--- config.mk ---
export PLATFORM = sky130hd
export DESIGN_NAME = instr_fetch
export DESIGN_NICKNAME = d
export VERILOG_FILES = /design/src/rtl/riscv_pkg.sv /design/src/rtl/fetch_fifo.sv /design/src/rtl/instr_fetch.sv
export SDC_FILE = /design/constraint.sdc
export NUM_CORES = 1
export LEC_CHECK = 0
export CORE_MARGIN = 1.5
export CORE_UTILIZATION = 30
export CTS_BUF_LIST = sky130_fd_sc_hd__clkbuf_8
export CTS_CLUSTER_DIAMETER = 60
export CTS_CLUSTER_SIZE = 14
export DETAILED_ROUTE_END_ITERATION = 6
export PLACE_DENSITY = 0.51
export RECOVER_POWER = 100
export SLEW_MARGIN = 25
export SYNTH_ARGS = -nofsm -noshare
export SYNTH_HDL_FRONTEND = slang
export SYNTH_SLANG_ARGS = --single-unit
--- constraint.sdc ---
create_clock -name clk -period 3.95 [get_ports clk]
set_clock_uncertainty 0.1 [all_clocks]
set_input_delay 0.5925 -clock clk [delete_from_list [all_inputs] [get_ports clk]]
set_output_delay 0.5925 -clock clk [all_outputs]
set_load 0.05 [all_outputs]
--- src/rtl/riscv_pkg.sv ---
// Shared definitions for the fetch stage: data width, reset PC and queue entry type.
package riscv_pkg;

  localparam int XLEN = 32;
  localparam logic [XLEN-1:0] PC_RESET = 32'h0000_0000;

  typedef struct packed {
    logic [XLEN-1:0] instr;
    logic [XLEN-1:0] pc;
  } fetch_entry_t;

  // Force a byte address onto a word boundary.
  function automatic logic [XLEN-1:0] align_word(input logic [XLEN-1:0] adr);
    return {adr[XLEN-1:2], 2'b00};
  endfunction

endpackage

--- src/rtl/fetch_fifo.sv ---
// Small synchronous FIFO with push/pop/flush and an occupancy output.
// Storage is registered and read combinationally from the head slot, so a
// word pushed in one cycle is visible at the output from the next cycle on.
// DEPTH must be a power of two (pointers wrap naturally) and at least 2.
module fetch_fifo #(
  parameter int DEPTH = 2,
  parameter int WIDTH = 32
) (
  input  logic                    clk,
  input  logic                    reset_n,
  input  logic                    flush_i,
  input  logic                    push_i,
  input  logic                    pop_i,
  input  logic [WIDTH-1:0]        wdata_i,
  output logic [WIDTH-1:0]        rdata_o,
  output logic [$clog2(DEPTH):0]  count_o
);

  localparam int AW = $clog2(DEPTH);
  localparam int CW = AW + 1;
  localparam logic [CW-1:0] FULL = CW'(DEPTH);

  logic [WIDTH-1:0] mem_q [DEPTH];
  logic [WIDTH-1:0] mem_d [DEPTH];
  logic [AW-1:0]    wptr_q, wptr_d;
  logic [AW-1:0]    rptr_q, rptr_d;
  logic [CW-1:0]    count_q, count_d;
  logic             do_push_s, do_pop_s;

  // Pushes into a full FIFO and pops from an empty one are ignored.
  assign do_push_s = push_i & (count_q != FULL);
  assign do_pop_s  = pop_i & (count_q != '0);

  // Next-state for storage, pointers and occupancy; flush wins over push/pop.
  always_comb begin
    mem_d   = mem_q;
    wptr_d  = wptr_q;
    rptr_d  = rptr_q;
    count_d = count_q;
    if (flush_i) begin
      wptr_d  = '0;
      rptr_d  = '0;
      count_d = '0;
    end else begin
      if (do_push_s) begin
        mem_d[wptr_q] = wdata_i;
        wptr_d        = wptr_q + AW'(1);
      end else begin
        wptr_d = wptr_q;
      end
      if (do_pop_s) begin
        rptr_d = rptr_q + AW'(1);
      end else begin
        rptr_d = rptr_q;
      end
      case ({do_push_s, do_pop_s})
        2'b10:   count_d = count_q + CW'(1);
        2'b01:   count_d = count_q - CW'(1);
        default: count_d = count_q;
      endcase
    end
  end

  // State registers with synchronous active-low reset.
  always_ff @(posedge clk) begin
    if (!reset_n) begin
      mem_q   <= '{default: '0};
      wptr_q  <= '0;
      rptr_q  <= '0;
      count_q <= '0;
    end else begin
      mem_q   <= mem_d;
      wptr_q  <= wptr_d;
      rptr_q  <= rptr_d;
      count_q <= count_d;
    end
  end

  assign rdata_o = mem_q[rptr_q];
  assign count_o = count_q;

endmodule

--- src/rtl/instr_fetch.sv ---
// Instruction fetch stage: owns the PC, issues word requests to instruction
// memory, queues returned words with their PC and hands the queue head to
// decode. A redirect flushes the queue and discards in-flight responses.
// Optional feature macro: FETCH_MISALIGN_EN (flag misaligned redirect targets
// on misaligned_o and halt fetch until the next redirect).
module instr_fetch
  import riscv_pkg::*;
#(
  parameter int              FIFO_DEPTH   = 2,
  parameter logic [XLEN-1:0] RESET_VECTOR = PC_RESET
) (
  input  logic            clk,
  input  logic            reset_n,
  output logic            imem_req_o,
  output logic [XLEN-1:0] imem_adr_o,
  input  logic            imem_gnt_i,
  input  logic            imem_rvalid_i,
  input  logic [XLEN-1:0] imem_rdata_i,
  input  logic            branch_v_i,
  input  logic [XLEN-1:0] branch_adr_i,
  output logic            instr_v_o,
  output logic [XLEN-1:0] instr_o,
  output logic [XLEN-1:0] pc_o,
  input  logic            instr_ready_i
`ifdef FETCH_MISALIGN_EN
  ,
  output logic            misaligned_o
`endif
);

  localparam int CW = $clog2(FIFO_DEPTH) + 1;
  localparam logic [CW:0] DEPTH_W = (CW + 1)'(FIFO_DEPTH);

  logic [XLEN-1:0] pc_q, pc_d;
  logic [CW-1:0]   kill_q, kill_d;
  logic [CW-1:0]   count_s;
  logic [CW-1:0]   pend_s;
  logic [CW:0]     occ_s;
  logic [XLEN-1:0] req_pc_s;
  logic            req_s, grant_s, push_s, pop_s, halt_s;
  fetch_entry_t    wr_entry_s, head_s;

  // Queued words plus outstanding requests never exceed the queue depth,
  // so every response that is kept always finds a free slot.
  assign occ_s   = {1'b0, count_s} + {1'b0, pend_s};
  assign req_s   = reset_n & (occ_s < DEPTH_W) & ~branch_v_i & ~halt_s;
  assign grant_s = req_s & imem_gnt_i;
  assign push_s  = imem_rvalid_i & ~branch_v_i & (kill_q == '0);
  assign pop_s   = instr_v_o & instr_ready_i & ~branch_v_i;

  // Pair the returning word with the PC recorded when it was granted.
  always_comb begin
    wr_entry_s.instr = imem_rdata_i;
    wr_entry_s.pc    = req_pc_s;
  end

  // PC of every granted request; popped by each response, kept or dropped.
  fetch_fifo #(
    .DEPTH (FIFO_DEPTH),
    .WIDTH (XLEN)
  ) u_pc_fifo (
    .clk     (clk),
    .reset_n (reset_n),
    .flush_i (1'b0),
    .push_i  (grant_s),
    .pop_i   (imem_rvalid_i),
    .wdata_i (pc_q),
    .rdata_o (req_pc_s),
    .count_o (pend_s)
  );

  // Instruction queue presented to decode.
  fetch_fifo #(
    .DEPTH (FIFO_DEPTH),
    .WIDTH ($bits(fetch_entry_t))
  ) u_instr_fifo (
    .clk     (clk),
    .reset_n (reset_n),
    .flush_i (branch_v_i),
    .push_i  (push_s),
    .pop_i   (pop_s),
    .wdata_i (wr_entry_s),
    .rdata_o (head_s),
    .count_o (count_s)
  );

  // Next fetch address and count of stale responses still to be discarded.
  always_comb begin
    pc_d   = pc_q;
    kill_d = kill_q;
    if (branch_v_i) begin
      pc_d   = align_word(branch_adr_i);
      kill_d = imem_rvalid_i ? (pend_s - CW'(1)) : pend_s;
    end else begin
      if (grant_s) begin
        pc_d = pc_q + XLEN'(4);
      end else begin
        pc_d = pc_q;
      end
      if (imem_rvalid_i && (kill_q != '0)) begin
        kill_d = kill_q - CW'(1);
      end else begin
        kill_d = kill_q;
      end
    end
  end

  // PC and kill counter registers with synchronous active-low reset.
  always_ff @(posedge clk) begin
    if (!reset_n) begin
      pc_q   <= RESET_VECTOR;
      kill_q <= '0;
    end else begin
      pc_q   <= pc_d;
      kill_q <= kill_d;
    end
  end

`ifdef FETCH_MISALIGN_EN
  logic halt_q, halt_d;
  logic mis_q, mis_d;

  // A misaligned redirect target raises a one-cycle flag and parks fetch
  // until a later redirect supplies an aligned target.
  always_comb begin
    mis_d = branch_v_i & (branch_adr_i[1:0] != 2'b00);
    if (branch_v_i) begin
      halt_d = mis_d;
    end else begin
      halt_d = halt_q;
    end
  end

  // Misalignment flag and halt registers with synchronous active-low reset.
  always_ff @(posedge clk) begin
    if (!reset_n) begin
      halt_q <= 1'b0;
      mis_q  <= 1'b0;
    end else begin
      halt_q <= halt_d;
      mis_q  <= mis_d;
    end
  end

  assign halt_s       = halt_q;
  assign misaligned_o = mis_q;
`else
  assign halt_s = 1'b0;
`endif

  assign imem_req_o = req_s;
  assign imem_adr_o = pc_q;
  assign instr_v_o  = (count_s != '0);
  assign instr_o    = head_s.instr;
  assign pc_o       = head_s.pc;

endmodule

==> results_dict.tcl <==
set metrics [dict create \
    status "finished, violations left" \
    violations "capacitance limit, slew limit" \
    fill_cells 3279 \
    drt-pass1-iter-count 4 \
    vias_per_cell 4.998 \
    cts_tree "done" \
    setup-tns-final_ps 0 \
    worstMarginPinSlew_ps 1684 \
    cts_sinks 224 \
    slew_viol_final 38 \
    grt_pass1_wl_um 43350 \
    synthArstFlopShare_pct 0 \
    worst_slack_ps 421.5 \
    drive_above_1_share_pct 10.18 \
    ant_nets 0 \
    multiInputGateArea_um2 4791 \
    grt_pass1_vias 8069 \
    clockBufferDepth 3 \
    ctsRootBufferMaster "clkbuf_8" \
    nets 1348 \
    ff2ff_path_depth 7 \
    crit_slowest_cell "or4b_1" \
    crit_path_start_kind "flop" \
    hold_buffers 0 \
    maxCapViolations 1 \
    hold_path_startpoint "u_instr_fifo.mem_q[98]$_SDFFE_PN0P_" \
    rr_endpoint "imem_adr_o[13]$_SDFFE_PN0P_" \
    ff_latch_area_um2 4486 \
    initial_core_util_pct 30.60 \
    busiest_layer "met2" \
    synth_flop_cell "dfxtp_1" \
    ys_warn_count 0 \
    cts_buffers 26 \
    critPathKind "flop to output port" \
    ys_top_cells_by_count "nand2_1 (278), dfxtp_1 (224), a21oi_1 (134), clkbuf_1 (92), nor2_1 (77)" \
    ir_drop_v 0.0002055 \
    syn-instance-count 1159 \
    fmax_ghz 0.2834 \
    ys_types 61 \
    final_hold_viol_count 0 \
    synth.avg_cell_area_um2 8.375 \
    dp.final_hpwl_um 17350 \
    r2r_slack_ps 470 \
    dieHeight_um 182.9 \
    p_leak_nw 4.249 \
    drc 0 \
    synth-seq-cells 224 \
    first_iter_violations 351 \
    ys_seq_area_share_pct 46.20 \
    max_stage_delay_ps 590 \
    rsz0062_at_grt "false" \
    cp.arrival_ps 2840 \
    path_max_fanout 6 \
    fp-row-count 65 \
    port_buffers 161 \
    post-cts-setup-buffers 0 \
    holdPathEnd "u_instr_fifo.mem_q[98]$_SDFFE_PN0P_" \
    core_um2 31720 \
    finalSetupViolCount 0 \
    power_density_nw_per_um2 438.4 \
    finalCritPeriodShare_pct 89.33 \
    clkLatencyLatePin_ps 580 \
    cts_max_level 1 \
    cp_cell_sequence "and2_0 > fa_1 > or4b_1 > clkinv_4 > clkbuf_1" \
    wl_per_cell_um 16.02 \
    antenna_cells 0 \
    min_path_cells 2 \
    min_path_type "flop to flop" \
    post_cts_resized 0 \
    max_slew_margin_pct -12.28 \
    area_growth_pct 25.50 \
    dp_slack_ps 795.2 \
    synth-edff-count 0 \
    place_congestion 0.7511 \
    ios 168 \
    finish.utilization_pct 38.41 \
    yosys.area.top_type_share_pct 46.20 \
    yosysMostFrequentCell "nand2_1" \
    grt_max_degree 93 \
    endpoint_kind "output port" \
    dieArea_um2 33440 \
    cp_top_family "simple AND/OR/NAND/NOR gates" \
    num_vias 8441 \
    synth_area_leaders "dfxtp_1 (46%), nand2_1 (11%), mux2_2 (7.2%)" \
    die_w_um 182.9 \
    use_met3_pct 2.105 \
    clk_pin_slew_worst_paths_ps 80 \
    worst-path-buf-inv 2 \
    r2r_start "u_instr_fifo.count_o[0]$_SDFFE_PP0P_" \
    synth_top_area_cell "dfxtp_1" \
    overflow 0 \
    layout_min_cycle_time_ps 3529 \
    grt.met1_usage_pct 23.16 \
    routed_wl_um 27060 \
    antenna_found_initial 0 \
    syn_area_um2 9707 \
    grt_use_total_pct 15.87 \
    required_ps 3260 \
    globalRouteMet2Util_pct 24.44 \
]
routing by layer:
layer / up-vias / part of all wire, %
met5: - / 0
met3: 34 / 4.2
met4: 0 / 2.2
met1: 3942 / 50
met2: 197 / 44
li1: 4268 / -
worst register-to-register path, delay by kind of cell (launching register included):
kind	cells	cell delay, ps
fa+ha+maj	1	430
flops	1	460
compound gates	1	260
buf+inv	1	120
simple gates	4	2040
cells in the final DEF, fill, tap and decap left out, types with 11 or more instances in the layout:
master | Yosys | final
a21oi_1 | 134 | 134
nand3_1 | 16 | 16
mux2i_1 | 30 | 30
dfxtp_1 | 224 | 223
dlygate4sd3_1 | 0 | 93
mux2_2 | 62 | 62
a211oi_1 | 66 | 66
clkdlybuf4s50_1 | 0 | 67
nor2_1 | 77 | 77
o21ai_0 | 11 | 11
nand2_1 | 278 | 279
o211ai_1 | 13 | 13
a31oi_1 | 11 | 11
or4_1 | 14 | 14
clkbuf_8 | 0 | 27
registers in the layout (all words and copies together) (netlist names):
| register | count |
|---|---|
| imem_adr_o | 30 |
| kill_q | 2 |
| u_instr_fifo.count_o | 2 |
| u_instr_fifo.mem_q | 124 |
| u_instr_fifo.rptr_q | 1 |
| u_instr_fifo.wptr_q | 1 |
| u_pc_fifo.count_o | 2 |
| u_pc_fifo.mem_q | 60 |
| u_pc_fifo.rptr_q | 1 |
| u_pc_fifo.wptr_q | 1 |
where the power goes:
part / switching (mW) / total, mW / internal, mW
Clock: 0.940 / 1.75 / 0.812
Sequential: 0.101 / 2.47 / 2.37
Combinational: 0.718 / 1.12 / 0.400
worst max-delay path by stage:
| stage | from | to | slack, ps | cells after the start |
|---|---|---|---|---|
| finish | u_instr_fifo.count_o[0]$_SDFFE_PP0P_ | imem_req_o | 420 | 5 |
| global route | branch_v_i | u_instr_fifo.mem_q[5]$_SDFFE_PN0P_ | 230 | 6 |
| CTS | u_instr_fifo.rptr_q$_SDFFE_PP0P_ | instr_o[16] | 490 | 3 |
| detailed placement | u_instr_fifo.count_o[0]$_SDFFE_PP0P_ | imem_adr_o[13]$_SDFFE_PN0P_ | 800 | 7 |
| global placement | u_instr_fifo.count_o[0]$_SDFFE_PP0P_ | imem_adr_o[13]$_SDFFE_PN0P_ | 800 | 7 |
| floorplan | u_instr_fifo.count_o[0]$_SDFFE_PP0P_ | imem_adr_o[13]$_SDFFE_PN0P_ | 1120 | 9 |
per-stage QoR:
stage / power (mW) / hold slack, ps / cells / area (µm²)
after floorplan: 3.294 / 332.9 / 1162 / 9718
after global placement: 3.689 / 338.1 / 1645 / 11700
after detailed placement: 3.695 / 344.0 / 1645 / 11700
after CTS: 5.476 / 354.3 / 1689 / 12250
after global routing: 5.609 / 372.5 / 1689 / 12180
final: 5.341 / 354.3 / 1689 / 12180
cell type report:
| type | count | area share, % |
|---|---|---|
| clock buffers | 27 | 3.051 |
| clock inverters | 17 | 1.530 |
| inverters | 12 | 0.4519 |
| multi-input cells | 825 | 39.33 |
| flip-flops and latches | 224 | 36.82 |
| well taps | 402 | 4.129 |
| repair buffers | 182 | 14.69 |
cell families (layout without fill, tap and decap cells):
family | after synthesis | after routing | synth area share (%)
buffers and inverters | 113 | 238 | 4.679
AND/OR/NAND/NOR | 442 | 442 | 19.58
multiplexers | 92 | 92 | 10.29
AO/OA/AOI/OAI | 271 | 271 | 17.43
XOR/XNOR | 9 | 9 | 0.8120
flip-flops | 224 | 224 | 46.20
adder cells (fa/ha/maj) | 7 | 7 | 0.9796
other | 1 | 4 | 0.03863
(Power assumes the default switching activity.)
